## src/rtl/sensor_sched_pkg.sv

```systemverilog
// Shared constants and state encoding for the sensor scan scheduler.
package sensor_sched_pkg;

  localparam int NCH   = 4;
  localparam int SEL_W = 2;

  // Supported co-processor latency range (cycles from data change to valid Q).
  localparam int CP_LATENCY_MIN = 2;
  localparam int CP_LATENCY_MAX = 15;

  // Scan FSM states, kept as plain constants for compatibility with older tools.
  typedef logic [1:0] state_t;
  localparam state_t S_IDLE    = 2'd0;
  localparam state_t S_ISSUE   = 2'd1;
  localparam state_t S_WAIT    = 2'd2;
  localparam state_t S_CAPTURE = 2'd3;

endpackage

```

## src/rtl/rr_arbiter4.sv

```systemverilog
// Four-way round-robin pick: first pending channel at or above ptr, with wrap.
module rr_arbiter4
  import sensor_sched_pkg::*;
(
  input  logic [NCH-1:0]   pend,
  input  logic [SEL_W-1:0] ptr,
  output logic             gnt_valid,
  output logic [SEL_W-1:0] gnt_idx
);

  // Walk offsets from farthest to nearest so the nearest pending channel wins.
  always_comb begin
    // NOTE: every output gets a default before the loop, otherwise synthesis infers latches.
    gnt_valid = 1'b0;
    gnt_idx   = '0;
    for (int off = NCH - 1; off >= 0; off--) begin
      if (pend[ptr + SEL_W'(off)]) begin
        gnt_valid = 1'b1;
        gnt_idx   = ptr + SEL_W'(off);
      end
    end
  end

endmodule

```

## src/rtl/sensor_scan_scheduler.sv

```systemverilog
// Shares one change-detect co-processor among four sensor requesters.
// Grants one sample at a time round-robin, waits out the co-processor
// latency, then records sticky flags, a saturating count and an interrupt.
module sensor_scan_scheduler
  import sensor_sched_pkg::*;
#(
  parameter int DW         = 8,
  parameter int CP_LATENCY = 2
) (
  input  logic            clk,
  input  logic            reset,
  input  logic [3:0]      req,
  input  logic [4*DW-1:0] sample_bus,
  input  logic [3:0]      ch_en,
  output logic [3:0]      ack,
  output logic [DW-1:0]   cp_data,
  output logic [1:0]      cp_sel,
  input  logic            cp_q,
  input  logic [1:0]      cp_q1,
  input  logic [3:0]      evt_clr,
  input  logic            cnt_clr,
  input  logic            irq_en,
  output logic [3:0]      evt_flags,
  output logic [7:0]      evt_count,
  output logic            err,
  output logic            irq,
  output logic            busy
);

  if (CP_LATENCY < CP_LATENCY_MIN || CP_LATENCY > CP_LATENCY_MAX) begin : g_bad_latency
    $error("sensor_scan_scheduler: CP_LATENCY out of supported range");
  end

  state_t             state;
  logic [SEL_W-1:0]   ptr;
  logic [SEL_W-1:0]   cur_ch;
  logic [3:0]         wait_cnt;
  logic [NCH-1:0]     pend;
  logic               gnt_valid;
  logic [SEL_W-1:0]   gnt_idx;
  logic               hit;
  logic [NCH-1:0]     set_vec;
  logic [DW-1:0]      samples [NCH];

  assign pend    = req & ch_en;
  assign busy    = (state != S_IDLE);
  assign hit     = (state == S_CAPTURE) && cp_q;
  assign set_vec = hit ? (NCH'(1) << cur_ch) : '0;

  // Split the flat sample bus into one word per channel.
  always_comb begin
    for (int i = 0; i < NCH; i++) begin
      samples[i] = sample_bus[DW*i +: DW];
    end
  end

  rr_arbiter4 u_arb (
    .pend      (pend),
    .ptr       (ptr),
    .gnt_valid (gnt_valid),
    .gnt_idx   (gnt_idx)
  );

  // Scan FSM: grant, issue to the co-processor, wait out its latency, capture.
  // cp_data/cp_sel only move on a grant so idle recompares see stable data.
  always_ff @(posedge clk or posedge reset) begin
    if (reset) begin
      state    <= S_IDLE;
      ptr      <= '0;
      cur_ch   <= '0;
      wait_cnt <= '0;
      ack      <= '0;
      cp_data  <= '0;
      cp_sel   <= '0;
    end else begin
      // NOTE: sequential state uses non-blocking assignments so every register samples pre-edge values.
      ack <= '0;
      case (state)
        S_IDLE: begin
          if (gnt_valid) begin
            cur_ch  <= gnt_idx;
            cp_data <= samples[gnt_idx];
            cp_sel  <= gnt_idx;
            ack     <= NCH'(1) << gnt_idx;
            state   <= S_ISSUE;
          end
        end
        S_ISSUE: begin
          wait_cnt <= 4'(CP_LATENCY - 2);
          state    <= S_WAIT;
        end
        S_WAIT: begin
          if (wait_cnt == 4'd0) state <= S_CAPTURE;
          else                  wait_cnt <= wait_cnt - 4'd1;
        end
        S_CAPTURE: begin
          ptr   <= cur_ch + SEL_W'(1);
          state <= S_IDLE;
        end
        default: state <= S_IDLE;
      endcase
    end
  end

  // Event bookkeeping: a capture set beats a same-cycle clear on both flags and count.
  always_ff @(posedge clk or posedge reset) begin
    if (reset) begin
      evt_flags <= '0;
      evt_count <= '0;
      err       <= 1'b0;
      irq       <= 1'b0;
    end else begin
      evt_flags <= (evt_flags & ~evt_clr) | set_vec;
      if (cnt_clr)                        evt_count <= hit ? 8'd1 : 8'd0;
      else if (hit && evt_count != 8'hFF) evt_count <= evt_count + 8'd1;
      if (hit && cp_q1 != cur_ch)         err <= 1'b1;
      irq <= irq_en & (|evt_flags);
    end
  end

endmodule

```

## config.mk

```make
export PLATFORM = sky130hd
export DESIGN_NAME = sensor_scan_scheduler
export DESIGN_NICKNAME = d
export VERILOG_FILES = /design/src/rtl/sensor_sched_pkg.sv /design/src/rtl/rr_arbiter4.sv /design/src/rtl/sensor_scan_scheduler.sv
export SDC_FILE = /design/constraint.sdc
export NUM_CORES = 1
export LEC_CHECK = 0
export ABC_AREA = 0
export ABC_CLOCK_PERIOD_IN_PS = 2200
export CAP_MARGIN = 20
export CORE_ASPECT_RATIO = 0.8
export CORE_MARGIN = 2
export CORE_UTILIZATION = 44
export DETAILED_ROUTE_END_ITERATION = 8
export GPL_ROUTABILITY_DRIVEN = 0
export PLACE_DENSITY = 0.79
export SKIP_CTS_REPAIR_TIMING = 1
export SYNTH_ARGS = -nofsm -noshare
export SYNTH_HDL_FRONTEND = slang
export SYNTH_SLANG_ARGS = --single-unit
```

## constraint.sdc

```tcl
create_clock -name clk -period 2.2 [get_ports clk]
set_input_delay 0.22 -clock clk [delete_from_list [all_inputs] [get_ports clk]]
set_output_delay 0.22 -clock clk [all_outputs]
set_load 0.005 [all_outputs]
```

# Word-level counts from Yosys, hierarchy flattened
# Index checks and enable logic that the tools add are counted.
# op_classes
n_eq_ne,8
bitwise,6
n_addsub,6
n_shift,2
n_lt_le_gt_ge,5
n_mux,30
reduce_logical,12
# ops
op,count
$mux W8,4
$bmux W8 S2,1
$mux W4,4
$lt A2 B3 Y1 const B,4
$mux W2,6
$mux W1,9
$add A8 B1 Y8 const B,1
$and A4 B4 Y4,2
$bmux W1 S2,4
$ne A8 B8 Y1 const B,1
$pmux W2 S4,1
$pmux W4 S2,1
$shl A1 B2 Y4 const A,2
$ne A2 B2 Y1 const B,3
$reduce_and A2 Y1,3
$reduce_bool A2 Y1,3
$add A2 B1 Y2 const B,2
$add A2 B2 Y2 const B,2
$eq A2 B2 Y1 const B,2
$logic_not A4 Y1,1
$not A4 Y4,1
$or A4 B4 Y4,1
$reduce_or A4 Y1,1
$sub A4 B1 Y4 const B,1
7 further kinds,9
# word_totals
reg_bits,36
output_inout_bits,29
input_bits,51
elab_cells,79

# Longest topological paths before layout
# depth
ltp_word,11
mapped_depth,7
ltp_nobuf,7

# Hierarchy
# A second synthesis with hierarchy kept.
# hier_totals
hier_cells,182
hier_area_um2,2003.2
# modules_own_cells
mod,seq_area_each_um2,area_per_inst_um2,cells_each,instances
sensor_scan_scheduler,900.9,1925.6,169,1
rr_arbiter4,0.0,77.6,13,1

# Worst setup path before layout
# Ideal clock, no wire load.
# synth_timing
kind,register to register
from,register ptr[1]
to,register cp_data[1]
synth_period_minus_slack_ns,1.696
setup_slack_ns,0.504
path_buffers,2
arrival_time_ns,1.565
stages_incl_launch_ff,8
path_cell_list,dfrtp_1 > buf_6 > and3_4 > or3b_1 > a32oi_2 > buf_6 > o21bai_2 > a21oi_2
# synth_between
elab_chain_cells,11
word_cells_on_any_way,24
cone_classes,add/sub: 3; mux: 19; bitwise: 1; reduce/logical: 1
# synth_rtl
item,line,rtl
start: declaration,sensor_scan_scheduler.sv:35,logic [SEL_W-1:0] ptr;
start signal: assignment,sensor_scan_scheduler.sv:97,ptr <= cur_ch + SEL_W'(1);
$add A2 B2 Y2,"rr_arbiter4.sv:17, rr_arbiter4.sv:19",
$bmux W1 S2,rr_arbiter4.sv:17,if (pend[ptr + SEL_W'(off)]) begin
$mux W1 (implied by the code),rr_arbiter4.sv:17,
$mux W2 (4 in series),rr_arbiter4.sv:17,
$not A2 Y3 (implied by the code),sensor_scan_scheduler.sv:82,cp_data <= samples[gnt_idx];
$bmux W8 S2,sensor_scan_scheduler.sv:82,
$mux W8 (implied by the code) (2 in series),sensor_scan_scheduler.sv:82,
end signal: assignment,sensor_scan_scheduler.sv:82,
end: declaration,sensor_scan_scheduler.sv:16,"output logic [DW-1:0] cp_data,"
# Parallel ways exist; a longest one is shown, timed or not. The select of a mux whose other input is x is not followed.
# A chain may end at the register's enable or synchronous reset.

# Final worst setup path
# layout_timing
from,register state[0]
to,output busy
# layout_between
elab_chain_cells,1
# layout_rtl
item,line,rtl
start: declaration,sensor_scan_scheduler.sv:34,state_t state;
start signal: assignment,sensor_scan_scheduler.sv:68,state <= S_IDLE;
start signal: assignment,sensor_scan_scheduler.sv:85,state <= S_ISSUE;
start signal: assignment,sensor_scan_scheduler.sv:90,state <= S_WAIT;
$reduce_bool A2 Y1,sensor_scan_scheduler.sv:46,assign busy = (state != S_IDLE);
end: declaration,sensor_scan_scheduler.sv:27,output logic busy
# No other way between the ends.

==> out/metrics.cfg <==
[run_status]
status=finished, final reports clean

[clock_network]
clk_pin_slew_ns=0.07
ctsRootBufferMaster=clkbuf_8
cts_buffer_depth=2
cts_max_level=2
clkSinkCount=36
cts_tree=done
cts_buffers=5
insertion_delay_ns=0.29

[yosys]
synth-async-reset-ratio_pct=100
synth_seq_area_share_pct=42.9
ys_ff_latch=36
synth_edf_count=0
syn_avg_cell_area_um2=9.82
synthCells=214
syn_nets=275
syn_area_mm2=0.00210
ys_types=49
yosys_most_used_dff=dfrtp_1
yosysWarnings=0

[flow_run]
cap_violations=0

[worst_setup_path]
start_kind=flop
crit_fanout=5
crit_path_end_kind=output pin
rr_worst_depth=5
cp_slowest_cell=clkdlybuf4s50_1
crit_type=reg -> out
critPathMaxStageDelay_ns=0.54
worstPathArrival_ns=1.73
crit_required_ns=1.98
crit_chain=inv_1, ha_1, inv_1, clkdlybuf4s50_1
path_common_cell=inv_1

[detailed_routing]
routed_wl_um=5270
first_pass_iters=4
drt_iter0_drc=68
postRouteAntennaNets=0
wl_per_cell_um=14.7
route.detailed.drc=0
routed-via-count=1896
viasPerCell=5.28

[finish]
drive_gt1_share_pct=9.36
postLayoutCoreUtil_pct=66.8
final_cell_mix=clkdlybuf4s50_1 (79), dfrtp_1 (36), nand2_1 (18), inv_1 (17), nor2_1 (14)
nNetsFinal=359
area_delta_synth_final_pct=46.1
seqCellArea_um2=901
multiInputGateArea_mm2=0.00110
final_common_cell=clkdlybuf4s50_1
diodes=0
layoutNonFillerInstCount=359
n_fill_cell=380

[sta]
finalMaxSlewViolations=0
finalClockSkew_ns=0.00668
finalSetupTns_ns=0
min_period_over_period_pct=88.8
min_period_ns=1.95
tightest_slew_ns=0.870
rsz0062_at_grt=no
slew_headroom_pct=41.6
hold_violations=0
setup_viol=0
maxClockFrequency_mhz=512

[placement]
dp.cells=351
io_buffer_count=79
hpwl_um=3920

[global_routing]
grt_usage_pct=21.1
use_met3_pct=4.37
met2_usage_pct=35.8
antenna_found_initial=0
grt_max_degree=37
grt-ovfl-total=0
grt_pass1_wl_um=8680
busiest_layer=met2
met1_usage_pct=27.4
grt_pass1_vias=1904

[die]
core_mm2=0.00460
die_area_mm2=0.00535
die_w_um=81.3
fp.dieH_um=65.8
initial_core_util_pct=45.7
io_pins=80
rows=22

[power]
p_leak_uw=0.00130
vdd_drop_max_uv=446
power_density_mw_per_mm2=873
power_uw=2680

[min_path]
hp-class=in -> async

[routing by layer]
metal / vias to the layer above / wire, um
met5: - / 0
met4: 0 / 41
met3: 5 / 319
met2: 58 / 2550
met1: 897 / 2360
li1: 936 / -
[state kept, by name (all words and copies together) (netlist names)]
| register | count |
|---|---|
| wait_cnt | 4 |
| err | 1 |
| irq | 1 |
| cur_ch | 2 |
| cp_data | 8 |
| ptr | 2 |
| state | 2 |
| ack | 4 |
| evt_count | 8 |
| evt_flags | 4 |
[worst max-delay path: cells and delay by family, from the launching register on]
kind | cells | cell delay (ns)
buffers and inverters | 3 | 0.79
flip-flops | 1 | 0.39
adder cells (fa/ha/maj) | 1 | 0.27
[report_power, final]
part | switching [uW] | internal, uW
registers | 152 | 837
logic | 548 | 655
clock network | 237 | 254
total | 937 | 1750
[synthesized netlist by cell type (all sizes together) (2+ instances only)]
| cell type | count | area (um2) |
|---|---|---|
| a22oi | 2 | 15.0 |
| dfrtp | 36 | 901 |
| nor2 | 14 | 52.6 |
| a221oi | 7 | 61.3 |
| nor3 | 4 | 20.0 |
| a21oi | 11 | 62.6 |
| buf | 5 | 38.8 |
| ha | 10 | 125 |
| and3 | 10 | 67.6 |
| inv | 17 | 63.8 |
| a211oi | 2 | 27.5 |
| nand2b | 3 | 18.8 |
| and2 | 4 | 25.0 |
| clkbuf | 2 | 7.51 |
| o21bai | 7 | 75.1 |
| nand2 | 19 | 73.8 |
| nand4 | 2 | 12.5 |
| o21ai | 12 | 60.1 |
| mux2i | 3 | 30.0 |
| o31ai | 2 | 15.0 |
| a21boi | 8 | 60.1 |
| xor2 | 7 | 61.3 |
| nand3 | 9 | 45.0 |
[through the flow]
stage / worst slack (ns) / hold WS [ns] / area [um2]
after floorplan: 0.504 / 0.316 / 2100
after global placement: 0.134 / 0.464 / 2970
after detailed placement: 0.0731 / 0.485 / 2970
after CTS: 0.244 / 0.357 / 3070
after global routing: 0.00642 / 0.412 / 3070
final: 0.247 / 0.342 / 3070
[cell type report]
| class | count | area share [%] |
|---|---|---|
| flip-flops and latches | 36 | 29.3 |
| well taps | 60 | 2.44 |
| repair buffers | 84 | 27.4 |
| inverters | 17 | 2.08 |
| multi-input cells | 154 | 35.7 |
| clock inverters | 1 | 0.244 |
| clock buffers | 7 | 2.81 |
[worst paths after layout]
check	start	endpoint	slack [ns]
setup / recovery	state[0]$_DFFE_PP0P_	busy	0.25
hold / removal	reset	cp_data[1]$_DFFE_PP0P_	0.34
setup reg to reg	ptr[1]$_DFFE_PP0N_	cp_data[7]$_DFFE_PP0P_	0.32
hold reg to reg	err$_DFFE_PP0P_	err$_DFFE_PP0P_	0.50
max in group asynchronous	reset	state[0]$_DFFE_PP0P_	1.53
min in group clk	irq_en	irq$_DFF_PP0_	0.47
[cell families (layout without fill, tap and decap cells)]
family	after synthesis	in the layout	synth area share (%)
xor gates and xnor gates	8	8	3.33
AOI/OAI and AO/OA	63	63	23.4
and+or+nand+nor	69	69	17.3
buffers and inverters	24	109	5.24
DFF	36	36	42.9
muxes	4	4	1.96
adders and majority gates	10	10	5.95
(Power assumes the default switching activity.)
